**config.mk**
```make
export PLATFORM = sky130hd
export DESIGN_NAME = lpf_decim_ctrl
export DESIGN_NICKNAME = d
export VERILOG_FILES = /design/src/rtl/lpf_pkg.sv /design/src/rtl/lpf_out_fifo.sv /design/src/rtl/lpf_decim_ctrl.sv
export SDC_FILE = /design/constraint.sdc
export NUM_CORES = 1
export LEC_CHECK = 0
export ABC_AREA = 1
export ABC_CLOCK_PERIOD_IN_PS = 2700
export BUFFER_PORTS_ARGS = -buffer_cell sky130_fd_sc_hd__buf_2
export CORE_MARGIN = 10
export CORE_UTILIZATION = 55
export DETAILED_ROUTE_END_ITERATION = 7
export PLACE_DENSITY = 0.78
export SLEW_MARGIN = 20
export SYNTH_ARGS = -nofsm -noshare
export SYNTH_HDL_FRONTEND = slang
export SYNTH_SLANG_ARGS = --single-unit
export TNS_END_PERCENT = 50
```
**constraint.sdc**
```tcl
create_clock -name clk -period 2.7 [get_ports clk]
set_input_delay 0.135 -clock clk [delete_from_list [all_inputs] [get_ports clk]]
set_output_delay 0.135 -clock clk [all_outputs]
set_load 0.005 [all_outputs]
```
**src/rtl/lpf_pkg.sv**
```systemverilog
// Shared definitions for the LPF decimation controller.
//   DATA_W   : sample width of the filter input/output (signed)
//   TAPS     : filter length; a flush injects this many zero samples
//   FILT_LAT : cycles from filt_en rising to filt_dout being captured
//   state_t  : controller FSM state encoding
package lpf_pkg;

  localparam int DATA_W   = 10;
  localparam int TAPS     = 32;
  localparam int FILT_LAT = 2;

  typedef enum logic [1:0] {
    IDLE  = 2'd0,
    RUN   = 2'd1,
    FLUSH = 2'd2
  } state_t;

endpackage

```
**src/rtl/lpf_out_fifo.sv**
```systemverilog
// Synchronous show-ahead FIFO holding decimated filter outputs.
//   clk, reset : clock and asynchronous active-high reset
//   push       : write push_data (caller guarantees the FIFO is not full)
//   pop        : remove head entry (ignored when empty)
//   head_data  : current head entry, 0 when empty
//   count      : number of stored entries (0..DEPTH)
//   empty      : no entries stored
module lpf_out_fifo #(
  parameter int DEPTH = 4,
  parameter int WIDTH = 10
) (
  input  logic                     clk,
  input  logic                     reset,
  input  logic                     push,
  input  logic [WIDTH-1:0]         push_data,
  input  logic                     pop,
  output logic [WIDTH-1:0]         head_data,
  output logic [$clog2(DEPTH):0]   count,
  output logic                     empty
);

  localparam int AW = $clog2(DEPTH);

  logic [WIDTH-1:0] mem [DEPTH];
  logic [AW-1:0]    wr_ptr_reg;
  logic [AW-1:0]    rd_ptr_reg;
  logic [AW:0]      count_reg;
  logic             do_pop;

  assign empty  = (count_reg == '0);
  assign do_pop = pop && !empty;
  assign count  = count_reg;
  // Masking the head keeps out_data at 0 while empty, including after reset,
  // without having to reset the storage array.
  assign head_data = empty ? '0 : mem[rd_ptr_reg];

  // Storage is not reset; only pointers and count are.
  always_ff @(posedge clk) begin
    if (push) begin
      mem[wr_ptr_reg] <= push_data;
    end
  end

  always_ff @(posedge clk or posedge reset) begin
    if (reset) begin
      wr_ptr_reg <= '0;
      rd_ptr_reg <= '0;
      count_reg  <= '0;
    end else begin
      // DEPTH is a power of two, so pointers wrap naturally.
      if (push) begin
        wr_ptr_reg <= wr_ptr_reg + AW'(1);
      end
      if (do_pop) begin
        rd_ptr_reg <= rd_ptr_reg + AW'(1);
      end
      case ({push, do_pop})
        2'b10:   count_reg <= count_reg + (AW + 1)'(1);
        2'b01:   count_reg <= count_reg - (AW + 1)'(1);
        default: count_reg <= count_reg;
      endcase
    end
  end

endmodule

```
**src/rtl/lpf_decim_ctrl.sv**
```systemverilog
// Sequencing controller for the 32-tap LPF: feeds samples to the filter,
// decimates its output by DECIM and buffers results in an output FIFO.
// A flush drains the filter delay line with TAPS zero samples.
//   clk, reset                    : clock, asynchronous active-high reset
//   start, flush                  : control pulses (IDLE->RUN, RUN->FLUSH)
//   in_valid/in_ready/in_data     : signed input sample stream
//   filt_en, filt_din             : registered drive to the filter
//   filt_dout                     : filter output (combinational)
//   out_valid/out_ready/out_data  : decimated output stream (FIFO head)
//   busy                          : not IDLE, or FIFO holds data
//   flush_done                    : one-cycle pulse in first IDLE after flush
module lpf_decim_ctrl
  import lpf_pkg::*;
#(
  parameter int DECIM      = 4,
  parameter int FIFO_DEPTH = 4
) (
  input  logic              clk,
  input  logic              reset,
  input  logic              start,
  input  logic              flush,
  input  logic              in_valid,
  output logic              in_ready,
  input  logic [DATA_W-1:0] in_data,
  output logic              filt_en,
  output logic [DATA_W-1:0] filt_din,
  input  logic [DATA_W-1:0] filt_dout,
  output logic              out_valid,
  input  logic              out_ready,
  output logic [DATA_W-1:0] out_data,
  output logic              busy,
  output logic              flush_done
);

  localparam int CNT_W  = $clog2(FIFO_DEPTH) + 1;
  localparam int OCC_W  = CNT_W + 1;
  localparam int PEND_W = $clog2(FILT_LAT + 1);
  localparam int PH_MAX = DECIM - 1;

  localparam logic [OCC_W-1:0] DEPTH_LIM  = FIFO_DEPTH[OCC_W-1:0];
  localparam logic [3:0]       PHASE_LAST = PH_MAX[3:0];
  localparam logic [5:0]       ZERO_LAST  = TAPS[5:0];

  state_t              state_reg;
  logic [3:0]          phase_reg;
  logic [5:0]          zero_cnt_reg;
  // Stage 0 is the filt_en cycle; the last stage is the capture cycle.
  logic [FILT_LAT-1:0] en_pipe_reg;
  logic [FILT_LAT-1:0] emit_pipe_reg;
  logic [DATA_W-1:0]   din_reg;
  logic                flush_done_reg;

  logic [CNT_W-1:0]    fifo_count;
  logic                fifo_empty;
  logic                fifo_push;
  logic [PEND_W-1:0]   pending;
  logic [OCC_W-1:0]    occupied;
  logic                credit_ok;
  logic                accept;
  logic                inject;
  logic                issue;
  logic                emitting;
  logic                flush_exit;

  // Every in-flight sample holds a credit until its capture cycle, whether
  // or not it is emitting, so the FIFO can never be pushed while full.
  always_comb begin
    pending = '0;
    for (int i = 0; i < FILT_LAT; i++) begin
      pending = pending + PEND_W'(en_pipe_reg[i]);
    end
  end

  assign occupied   = OCC_W'(fifo_count) + OCC_W'(pending);
  assign credit_ok  = (occupied < DEPTH_LIM);
  assign in_ready   = (state_reg == RUN) && credit_ok;
  assign accept     = in_ready && in_valid;
  assign inject     = (state_reg == FLUSH) && (zero_cnt_reg != ZERO_LAST) && credit_ok;
  assign issue      = accept || inject;
  assign emitting   = (phase_reg == PHASE_LAST);
  assign flush_exit = (state_reg == FLUSH) && (zero_cnt_reg == ZERO_LAST) && (pending == '0);
  assign fifo_push  = en_pipe_reg[FILT_LAT-1] && emit_pipe_reg[FILT_LAT-1];

  always_ff @(posedge clk or posedge reset) begin
    if (reset) begin
      state_reg      <= IDLE;
      phase_reg      <= '0;
      zero_cnt_reg   <= '0;
      en_pipe_reg    <= '0;
      emit_pipe_reg  <= '0;
      din_reg        <= '0;
      flush_done_reg <= 1'b0;
    end else begin
      en_pipe_reg    <= {en_pipe_reg[FILT_LAT-2:0], issue};
      emit_pipe_reg  <= {emit_pipe_reg[FILT_LAT-2:0], issue && emitting};
      // Injected zeros and idle cycles both present 0 to the filter.
      din_reg        <= accept ? in_data : '0;
      flush_done_reg <= flush_exit;

      if (issue) begin
        phase_reg <= emitting ? 4'd0 : phase_reg + 4'd1;
      end
      if (inject) begin
        zero_cnt_reg <= zero_cnt_reg + 6'd1;
      end

      case (state_reg)
        IDLE: begin
          // start takes priority; flush is meaningless here.
          if (start) begin
            state_reg <= RUN;
          end
        end
        RUN: begin
          if (flush) begin
            state_reg    <= FLUSH;
            zero_cnt_reg <= '0;
          end
        end
        FLUSH: begin
          if (flush_exit) begin
            state_reg <= IDLE;
            phase_reg <= '0;
          end
        end
        default: state_reg <= IDLE;
      endcase
    end
  end

  assign filt_en    = en_pipe_reg[0];
  assign filt_din   = din_reg;
  assign out_valid  = !fifo_empty;
  assign busy       = (state_reg != IDLE) || !fifo_empty;
  assign flush_done = flush_done_reg;

  lpf_out_fifo #(
    .DEPTH (FIFO_DEPTH),
    .WIDTH (DATA_W)
  ) u_fifo (
    .clk       (clk),
    .reset     (reset),
    .push      (fifo_push),
    .push_data (filt_dout),
    .pop       (out_ready),
    .head_data (out_data),
    .count     (fifo_count),
    .empty     (fifo_empty)
  );

endmodule

```
==> impl_metrics.csv <==
group,metric,value,unit
place,port_buffers,50,
logic_synthesis,yosysUniqueCellTypes,29,
worst_setup_path,cp_slowest_cell,"dfrtp_1",
worst_setup_path,critPathLaunch,"u_fifo.count[2]$_DFFE_PP0P_",
logic_synthesis,synth_fp_nets,341,
logic_synthesis,yosys_warnings,0,
place,hpwl,4440,um
grt,grt.total_usage,14.4,%
clock_tree,cts_buffer_depth,2,
cells_and_area,antenna_cells,0,
sta,rsz0062_at_grt,"false",
routing,highest_layer,"met4",
floorplanning,boundaryPins,51,
sta,hold_violations,0,
pwr,switching_share,35.7,%
logic_synthesis,seq_area_frac_synth,61.9,%
pwr,p_leak,0.00183,uW
routing,drc,0,
floorplanning,rows,28,
routing,routed-wl-met3,508,um
grt,grt_overflow_total,0,
floorplanning,fp.dieH,97.6,um
sta,min_period_over_period,78.8,%
routing,drt-met1-wl,2650,um
pwr,seqPwrFrac,40.5,%
sta,skew,0.0141,ns
pwr,powerDensity,919,nW/um^2
logic_synthesis,synthCells,303,
clock_tree,cts_tree,"built",
clock_tree,hold_buffers,20,
grt,grt_pass1_wl,11300,um
clock_tree,cts_resized,0,
logic_synthesis,ys_ff_latch,74,
cells_and_area,drive_above_1_share,25.6,%
routing,vias_per_cell,5.02,
logic_synthesis,netlist_area,3310,um^2
floorplanning,dieArea,9530,um^2
cells_and_area,largest_reg_flops,40,
place,placement.cell_area,3660,um^2
clock_tree,clkTransAtPathRegs,0.07,ns
pwr,cell_internal_pwr,2410,uW
routing,dr.pass1.iters,4,
pwr,ir_drop,0.656,mV
pwr,p_total,3750,uW
worst_setup_path,rr_worst_depth,9,
pwr,p_switching,1340,uW
grt,grt_pass1_vias,2474,
worst_setup_path,r2r-start,"u_fifo.count[2]$_DFFE_PP0P_",
clock_tree,clock_latency,0.35,ns
cells_and_area,area_growth_syn_to_layout,23.0,%
place,gp_congestion,0.744,
sta,layout_min_cycle_time,2.13,ns
cells_and_area,fin_area,4080,um^2
floorplanning,initial_core_util,56.3,%
run,maxCapViolCount,0,
clock_tree,cts_setup_buffers,0,
clock_tree,cts.sinks,74,
sta,finalSetupViolCount,0,
cells_and_area,final_core_util,69.2,%
sta,slew_violations,0,
cells_and_area,fillers,438,
clock_tree,cts_made_buffers,9,
routing,finalWirelength,6640,um
routing,wl_per_cell,14.4,um
routing,num_vias,2319,
worst_setup_path,worstPathCellList,"nor3_2, buf_4, nor2_1, ha_1, inv_1, fa_1, a21oi_1, o21ai_0, xnor2_1",
cells_and_area,num-nets-final,420,
pwr,pwr-share-comb,35.5,%
floorplanning,die_w,97.6,um
routing,wl_met2,3370,um
grt,antenna_found_initial,0,
worst_setup_path,reg2reg_to,"u_fifo.count[2]$_DFFE_PP0P_",
worst_setup_path,critPathRequiredTime,2.92,ns
grt,grt_max_degree,35,
worst_setup_path,cpPeakStageDelay,0.45,ns
worst_setup_path,critPathMaxFanout,13,
worst_hold_path,whs_path_depth,1,
sta,max_slew_margin,65.3,%
worst_hold_path,holdPathEnd,"u_fifo.mem[2][7]$_DFFE_PP_",
sta,setup_tns,0,ns
clock_tree,root_buffer,"clkbuf_8",
clock_tree,htreeDepth,3,
logic_synthesis,syn_avg_cell_area,10.9,um^2
worst_hold_path,hold_path.startpoint,"filt_dout[7]",
worst_setup_path,crit_arrival,2.35,ns
worst_setup_path,setup.worst_path.class,"reg -> reg",
routing,drtIter0Drc,101,
worst_setup_path,reg2reg_slack,0.57,ns
routing,ant_nets,0,
pwr,pwr-share-clk,24.0,%
worst_setup_path,critPathCaptureType,"flop",
outcome,status,"completed",
sta,worst_pin_slew,0.520,ns
floorplanning,coreArea,5890,um^2
worst_setup_path,worstSetupStartpointType,"flop",
worst_hold_path,holdCritPathClass,"in -> reg",
sta,fmax,470,MHz
[synth_stat cells (all sizes together)]
cell type,instances,area (um^2)
ha,11,138
nor3b,1,7.51
xor2,4,35.0
a21boi,1,7.51
nand3,10,75.1
or2,1,6.26
a21oi,21,124
inv,38,145
nor3,1,10.0
nand2,28,133
edfxtp,40,1200
clkbuf,4,15.0
nor2,69,309
xnor2,3,26.3
o21ai,27,135
fa,1,20.0
dfrtp,34,851
nand4,4,40.0
buf,5,35.0
[cell type report]
| type | instances | area [um^2] | area share (%) |
|---|---|---|---|
| Multi-Input combinational cell | 182 | 1070 | 26.2 |
| Clock inverter | 4 | 48.8 | 1.20 |
| Timing Repair Buffer | 77 | 503 | 12.3 |
| Inverter | 38 | 145 | 3.56 |
| Clock buffer | 12 | 166 | 4.08 |
| Tap cell | 75 | 93.8 | 2.30 |
| Sequential cell | 74 | 2050 | 50.4 |
[worst max-delay path, delay by kind of cell (launching register included)]
| kind | cells | cell delay (ns) |
|---|---|---|
| DFF | 1 | 0.45 |
| buffers and inverters | 2 | 0.26 |
| and+or+nand+nor | 2 | 0.26 |
| adders and majority gates | 2 | 0.58 |
| xor gates and xnor gates | 1 | 0.15 |
| AOI/OAI and AO/OA | 2 | 0.31 |
[power by group through the flow]
| stage | sequential (uW) | clock, uW | combinational [uW] |
|---|---|---|---|
| after global routing | 1550 | 967 | 1530 |
| after CTS | 1520 | 914 | 1350 |
| final | 1520 | 898 | 1330 |
| after detailed placement | 1540 | 0 | 1310 |
| after floorplan | 1500 | 0 | 955 |
| after global placement | 1530 | 0 | 1270 |
[through the flow]
step,cells,hold slack [ns],setup WS [ns]
3_5_place_dp,426,0.252,0.587
6_report,462,0.0197,0.572
3_3_place_gp,426,0.253,0.736
2_1_floorplan,303,0.234,0.982
4_1_cts,462,0.00198,0.565
5_1_grt,462,0.00171,0.433
[routing by layer]
| layer | up-vias | GRT usage [%] |
|---|---|---|
| li1 | 1141 | - |
| met1 | 1106 | 15.9 |
| met2 | 62 | 23.6 |
| met3 | 10 | 5.90 |
| met4 | 0 | 6.38 |
| met5 | - | 0 |
[cell families after synthesis]
kind of cell / count (synthesis) / synth area share, %
xor gates and xnor gates: 7 / 1.85
DFF: 74 / 61.9
buffers and inverters: 47 / 5.89
AOI/OAI and AO/OA: 49 / 8.04
and+or+nand+nor: 114 / 17.5
adders and majority gates: 12 / 4.76
[layout by cell type (no fill, tap or decap), types with 3 or more instances in the layout]
cell type and instances:
ha_1 11, nor2_4 6, nand4_1 3, buf_2 50
nand2_4 3, edfxtp_1 40, xnor2_1 3, dlygate4sd3_1 20
clkbuf_8 10, buf_4 7, xor2_1 4, nand3_2 5
o21ai_0 24, a21oi_1 16, a21oi_2 5, o21ai_1 3
nand3_1 5, inv_1 37, dfrtp_1 34, nor2_1 61
nand2_1 23
[worst max-delay path by stage]
stage,endpoint,slack (ns)
after floorplan,u_fifo.count[2]$_DFFE_PP0P_,0.98
after global placement,u_fifo.count[2]$_DFFE_PP0P_,0.74
after detailed placement,u_fifo.count[2]$_DFFE_PP0P_,0.59
after CTS,u_fifo.count[2]$_DFFE_PP0P_,0.57
after global routing,u_fifo.count[2]$_DFFE_PP0P_,0.43
final,u_fifo.count[2]$_DFFE_PP0P_,0.57
No activity file was read; power rests on OpenSTA's default activity.
